--- src/rtl/alu_arbiter.sv ---
// alu_arbiter: shares one multi-cycle ALU between two requesters, one op in flight at a time.
// Latency: accept at T, result on rsp_data_o with a one-cycle rsp_valid_o pulse at T+LAT+1 (LAT = LAT_ARITH or LAT_LOGIC).
// Backpressure: req_ready_o is high only in IDLE for the granted requester; responses cannot be stalled.
//
// Ports:
//   clock_i, reset_i          - clock, asynchronous active-high reset
//   req_valid_i / req_ready_o - per-requester handshake, bit i = requester i
//   req_left_i, req_right_i   - {req1[31:0], req0[31:0]} operands
//   req_func_i                - {req1[3:0], req0[3:0]} function codes (func[3]=1 selects a logic op)
//   rsp_valid_o, rsp_data_o   - one-hot response pulse and held result
//   alu_left_o, alu_right_o, alu_func_o, alu_out_i - connection to the external ALU
//   busy_o                    - high while an operation is in flight
// Build option: define ALU_ARB_FIXED_PRIO_EN for fixed priority (requester 0 wins),
// otherwise arbitration is round-robin. LAT_ARITH / LAT_LOGIC must lie in 1..15.
module alu_arbiter #(
    parameter int LAT_ARITH = 2,
    parameter int LAT_LOGIC = 1
) (
    input  logic        clock_i,
    input  logic        reset_i,
    input  logic [1:0]  req_valid_i,
    output logic [1:0]  req_ready_o,
    input  logic [63:0] req_left_i,
    input  logic [63:0] req_right_i,
    input  logic [7:0]  req_func_i,
    output logic [1:0]  rsp_valid_o,
    output logic [31:0] rsp_data_o,
    output logic [31:0] alu_left_o,
    output logic [31:0] alu_right_o,
    output logic [3:0]  alu_func_o,
    input  logic [31:0] alu_out_i,
    output logic        busy_o
);

    localparam logic [3:0] LAT_A = 4'(LAT_ARITH);
    localparam logic [3:0] LAT_L = 4'(LAT_LOGIC);

    typedef enum logic [1:0] {
        IDLE = 2'd0,
        EXEC = 2'd1,
        RESP = 2'd2
    } state_t;

    state_t      state_q;
    logic [3:0]  cnt_q;
    logic [31:0] left_q;
    logic [31:0] right_q;
    logic [3:0]  func_q;
    logic [31:0] rsp_data_q;
    logic [1:0]  rsp_valid_q;
    logic        busy_q;
    logic        gnt_q;          // requester owning the in-flight op
`ifndef ALU_ARB_FIXED_PRIO_EN
    logic        last_q;         // requester granted most recently
`endif

    logic        gnt_sel_d;
    logic        accept_d;
    logic [31:0] left_d;
    logic [31:0] right_d;
    logic [3:0]  func_d;
    logic [3:0]  lat_d;

    // Grant selection and operand mux for the cycle of acceptance.
    always_comb begin
        gnt_sel_d = 1'b0;
`ifdef ALU_ARB_FIXED_PRIO_EN
        gnt_sel_d = ~req_valid_i[0];
`else
        if (&req_valid_i) begin
            gnt_sel_d = ~last_q;
        end else begin
            gnt_sel_d = req_valid_i[1];
        end
`endif
        // Reset gates the combinational ready so nothing looks accepted while held in reset.
        accept_d = (state_q == IDLE) && (|req_valid_i) && !reset_i;

        req_ready_o = 2'b00;
        if (accept_d) begin
            req_ready_o = gnt_sel_d ? 2'b10 : 2'b01;
        end

        left_d  = gnt_sel_d ? req_left_i[63:32]  : req_left_i[31:0];
        right_d = gnt_sel_d ? req_right_i[63:32] : req_right_i[31:0];
        func_d  = gnt_sel_d ? req_func_i[7:4]    : req_func_i[3:0];
        lat_d   = func_d[3] ? LAT_L : LAT_A;
    end

    always_ff @(posedge clock_i or posedge reset_i) begin
        if (reset_i) begin
            state_q     <= IDLE;
            cnt_q       <= 4'd0;
            left_q      <= 32'd0;
            right_q     <= 32'd0;
            func_q      <= 4'd0;
            rsp_data_q  <= 32'd0;
            rsp_valid_q <= 2'b00;
            busy_q      <= 1'b0;
            gnt_q       <= 1'b0;
`ifndef ALU_ARB_FIXED_PRIO_EN
            last_q      <= 1'b1;
`endif
        end else begin
            case (state_q)
                IDLE: begin
                    if (accept_d) begin
                        left_q  <= left_d;
                        right_q <= right_d;
                        func_q  <= func_d;
                        cnt_q   <= lat_d;
                        gnt_q   <= gnt_sel_d;
`ifndef ALU_ARB_FIXED_PRIO_EN
                        last_q  <= gnt_sel_d;
`endif
                        busy_q  <= 1'b1;
                        state_q <= EXEC;
                    end
                end
                EXEC: begin
                    // Last EXEC cycle: the ALU output is valid now and only now.
                    if (cnt_q <= 4'd1) begin
                        rsp_data_q  <= alu_out_i;
                        rsp_valid_q <= gnt_q ? 2'b10 : 2'b01;
                        cnt_q       <= 4'd0;
                        state_q     <= RESP;
                    end else begin
                        cnt_q <= cnt_q - 4'd1;
                    end
                end
                RESP: begin
                    rsp_valid_q <= 2'b00;
                    busy_q      <= 1'b0;
                    state_q     <= IDLE;
                end
                default: begin
                    rsp_valid_q <= 2'b00;
                    busy_q      <= 1'b0;
                    state_q     <= IDLE;
                end
            endcase
        end
    end

    assign rsp_valid_o = rsp_valid_q;
    assign rsp_data_o  = rsp_data_q;
    assign alu_left_o  = left_q;
    assign alu_right_o = right_q;
    assign alu_func_o  = func_q;
    assign busy_o      = busy_q;

endmodule

--- config.mk ---
export PLATFORM = sky130hd
export DESIGN_NAME = alu_arbiter
export DESIGN_NICKNAME = d
export VERILOG_FILES = /design/src/rtl/alu_arbiter.sv
export SDC_FILE = /design/constraint.sdc
export NUM_CORES = 1
export LEC_CHECK = 0
export ABC_AREA = 1
export CAP_MARGIN = 20
export CORE_MARGIN = 2
export CORE_UTILIZATION = 34
export DETAILED_ROUTE_END_ITERATION = 8
export PLACE_DENSITY = 0.76
export SYNTH_ARGS = -nofsm -noshare
export SYNTH_HDL_FRONTEND = slang
export SYNTH_SLANG_ARGS = --single-unit
--- constraint.sdc ---
create_clock -name clock_i -period 4 [get_ports clock_i]
set_input_delay 0.6 -clock clock_i [delete_from_list [all_inputs] [get_ports clock_i]]
set_output_delay 0.6 -clock clock_i [all_outputs]
set_load 0.01 [all_outputs]
# --- After elaboration in Yosys (flattened, before gate mapping) ---
# Index checks and enable logic that the tools add are counted.
word_totals:
  input_bits: 172
  output_inout_bits: 105
  regBits: 111
  word_cells: 49
classes:
  n_reduce_logical: 13
  add_sub_neg: 1
  mux: 18
  order_cmp: 1
  n_eq_ne: 3
  bitwise: 3
ops:
  columns: ["op", "n"]
  rows:
  - ["$mux W32", 2]
  - ["$mux W2", 7]
  - ["$reduce_and A2 Y1", 7]
  - ["$mux W4", 3]
  - ["$pmux W2 S2", 2]
  - ["$pmux W4 S2", 1]
  - ["$le A4 B1 Y1 const B", 1]
  - ["$ne A2 B2 Y1 const B", 2]
  - ["$sub A4 B1 Y4 const B", 1]
  - ["$not A1 Y1", 3]
  - ["$eq A2 B1 Y1 const B", 1]
  - ["$logic_and A1 B1 Y1", 2]
  - ["$logic_not A2 Y1", 1]
  - ["$mux W1", 2]
  - ["$pmux W1 S2", 1]
  - ["$reduce_bool A2 Y1", 1]
  - ["$reduce_or A2 Y1", 1]
  - ["$logic_not A1 Y1", 1]

# --- Longest topological paths before layout ---
logic_depth:
  ltp_word: 6
  ltp_mapped: 10
  ltp_nobuf: 9

# --- Least setup slack after synthesis ---
# No wires, ideal clock.
synth_timing:
  kind: "input-to-output"
  start: "in reset_i"
  end: "out req_ready_o[0]"
  arrival_time_ns: 3.694
  cell_stages: 5
  required_ns: 3.400
  path_buffers: 2
  path_slack_ns: -0.294
  cell_sequence: "inv_1 > nand3_4 > nor2_4 > buf_6 > buf_6"
synth_via:
  elab_chain_len: 3
synth_lines:
  columns: ["element", "line_no", "rtl"]
  rows:
  - ["start: declaration", "20", "input logic reset_i,"]
  - ["$logic_not A1 Y1 (no line)", null, null]
  - ["$logic_and A1 B1 Y1", "77", "accept_d = (state_q == IDLE) && (|req_valid_i) && !reset_i;"]
  - ["$mux W2", "80", "if (accept_d) begin"]
  - ["end: declaration", "22", "output logic [1:0] req_ready_o,"]
# No other way between the ends.

# --- Final worst setup path ---
layout_timing:
  start: "in req_valid_i[0]"
  end: "out req_ready_o[0]"
layout_via:
  elab_chain_len: 4
  word_cells_on_any_way: 7
  cone_classes: "3 x mux; 4 x reduce/logical"
layout_lines:
  columns: ["element", "line_no", "rtl"]
  rows:
  - ["start: declaration", "21", "input logic [1:0] req_valid_i,"]
  - ["$reduce_and A2 Y1 or $reduce_or A2 Y1 (tied branches)", "70, 77", null]
  - ["$mux W1 or $logic_and A1 B1 Y1 (tied branches)", "70, 77", null]
  - ["$mux W2 or $logic_and A1 B1 Y1 (tied branches)", "81, 77", null]
  - ["$mux W2 (*)", "80", null]
# Mark *: on every way between the ends. The rest lies on a longest branch, timed or not.

==> summary.txt <==
Status
  – Status: complete, no violations

STA
  – Fin. Hold Viols: 0
  – Final min period: 2810 ps
  – Slew of the pin with the lowest slew margin: 795 ps
  – Max Fclk: 0.355 GHz
  – Final setup vio count: 0
  – Slew Limit Headroom: 46.9%
  – Final worst-path cycle share: 70.4%
  – Clk_skew: 11.7 ps
  – Final Slew Violations: 0
  – Setup TNS: 0 ps
  – RSZ-0062 raised after global routing: false

Critical path
  – Maximum fanout along the worst path: 4
  – Req. time, crit path: 3400 ps
  – Setup crit end kind: primary output
  – RR Startpoint: cnt_q[0]
  – Crit path arrival time: 2210 ps
  – Crit path from: req_valid_i[0]
  – Crit path kind: in2out
  – CP startpoint kind: input pin

Drt
  – DR iter-0 viols: 244
  – DR vias: 4,679
  – Routed Antenna Nets: 0
  – Vias/cell: 4.57
  – Routed WL: 14,800 um
  – WL/cell: 14.5 um
  – DRT Pass-1 Iters: 4
  – # DRC: 0

Power
  – NetSw: 1950 uW
  – Pint: 3470 uW
  – Clock power frac: 15.9%
  – Peak supply drop: 0.000309 V
  – Pwr Density: 684 mW/mm^2
  – Flop pwr share: 36.0%
  – Leak: 0.00364 uW
  – Comb pwr share: 48.0%
  – Switching Fraction: 36.0%

Clock network
  – Clock sink count: 111
  – Number of buffers created by CTS: 9
  – Post-CTS setup buffer count: 0
  – # resized after CTS: 0
  – Clock Latency Late Sink: 350 ps
  – Clock tree buffer depth: 2
  – Root Buffer: clkbuf_16
  – Hold_buf cts: 0
  – H-tree lvl count: 3
  – Clk pin slew, worst setup/hold paths: 70 ps
  – CTS tree: yes

Place
  – Gpl congestion: 0.780
  – DP Area: 0.00761 sq mm
  – Cells after DPL: 1,006
  – Post-DP HPWL: 10,400 um
  – IO Port Bufs: 276

Die
  – Die area: 0.0150 sq mm
  – Die width: 122 um
  – Row cnt: 43
  – Core area: 0.0138 sq mm
  – I/O pin count: 277
  – Die Span Y: 122 um
  – Initial Utilization: 34.6%

Logic synthesis
  – Post-synth cell types: 19
  – Synthesized area: 0.00476 sq mm
  – Register bit total from synthesis: 111
  – Sequential element share of the synthesized area: 58.3%
  – Mapped Nets: 746
  – Syn avg cell area: 8.33 sq um
  – Synth Instances: 572
  – Synth top area cells: dfrtp_1 58%, nand2_1 25%, nand3_1 7.7%
  – Synth top area share: 57.8%
  – Dominant cell type by area after synthesis: dfrtp_1
  – Number of synthesis warnings: 0

Cells and area
  – Design area: 0.00792 sq mm
  – Commonest cells after routing, fill and taps aside: 321 x nand2_1, 276 x clkdlybuf4s50_1, 110 x dfrtp_1, 73 x nand3_1, 16 x inv_1
  – Share of layout cells above drive strength 1: 3.80%
  – Non-Filler Instances: 1,024
  – Nets: 1,012
  – Final Core Density: 57.5%
  – Most common cell after layout, fill and taps aside: nand2_1
  – Layout area overhead: 66.3%

Run
  – Max-cap violations: 0

Global route
  – Total GRT Usage: 19.8%
  – First-pass GRT wire length: 22,800 um
  – Initial antenna violation count: 1
  – Number of global-route vias before repair: 4,537
  – Final global-route overflow total: 0
  – Largest net degree at the start of global routing: 79

Worst hold path
  – Worst Hold Launch: rsp_data_o[17]
  – HP Class: reg2reg
==> metrics by stage <==
stage	hold WS, ps	power [uW]	setup slack, ps
after global routing	484	5840	1100
final	470	5420	1190
after global placement	446	4560	1160
after CTS	475	5490	1140
after detailed placement	458	4600	1150
after floorplan	437	3190	411
==> power groups by stage <==
stage / clock network [uW] / logic [uW] / registers (uW)
floorplan: 0 / 1010 / 2180
global placement: 0 / 2610 / 1950
detailed placement: 0 / 2640 / 1960
CTS: 889 / 2650 / 1960
global route: 941 / 2880 / 2020
finish: 864 / 2600 / 1950
==> critical path, cell delays in order <==
cell and delay, ps:
clkdlybuf4s50_1 480, nand2_1 70, nand2_1 180, inv_1 100, nor2_4 200, clkdlybuf4s50_1 570
==> flip-flops by register name (all words and copies together), names as in the netlist <==
register / flops
alu_func_o: 4
gnt_q: 1
state_q: 2
rsp_valid_o: 2
alu_right_o: 32
busy_o: 1
rsp_data_o: 32
alu_left_o: 32
cnt_q: 4
last_q: 1
==> metal layers <==
layer	routed length, um	part of all wire, %	global-route usage [%]
met3	1590	11	7.57
met5	0	0	0
met2	7040	48	33.2
met4	201	1.4	6.11
met1	5990	40	23.6
==> logic make-up (layout without fill, tap and decap cells) <==
family | count (synthesis) | after routing | synth area share (%)
AND/OR/NAND/NOR | 403 | 403 | 34.5
XOR/XNOR | 1 | 1 | 0.184
other | 0 | 1 | 0
flip-flops | 111 | 111 | 58.3
adder cells (fa/ha/maj) | 2 | 2 | 0.525
buffers and inverters | 47 | 318 | 5.54
AO/OA/AOI/OAI | 8 | 8 | 0.867
==> final cells by class <==
cell class                      instances  area [sq um]
Inverter                               19          75.1
Timing Repair Buffer                  283          2840
Multi-Input combinational cell        414          1720
Clock buffer                           11           243
Tap cell                              180           225
Fill cell                            1229          5850
Clock inverter                          5          41.3
Sequential cell                       111          2780
Antenna cell                            1          2.50
==> path summary, 6_finish.rpt <==
kind / end / slack [ps] / cells after the start
setup / recovery: req_ready_o[0] / 1190 / 6
hold / removal: rsp_data_o[17] / 470 / 2
setup reg to reg: rsp_valid_o[0] / 1570 / 8
hold reg to reg: rsp_data_o[17] / 470 / 2
max in group asynchronous: alu_left_o[15] / 2270 / 5
min in group asynchronous: state_q[0] / 780 / 3
==> synthesized netlist by cell type <==
master and n:
a21oi_1 2, buf_2 16, buf_4 4, buf_6 7
clkbuf_1 1, dfrtp_1 110, dfstp_2 1, ha_1 2
inv_1 17, inv_2 2, nand2_1 321, nand3_1 73
nand3_4 1, nor2_1 3, nor2_2 2, nor2_4 3
o21ai_0 5, o22ai_1 1, xnor2_1 1
No activity file was read; power rests on OpenSTA's default activity.
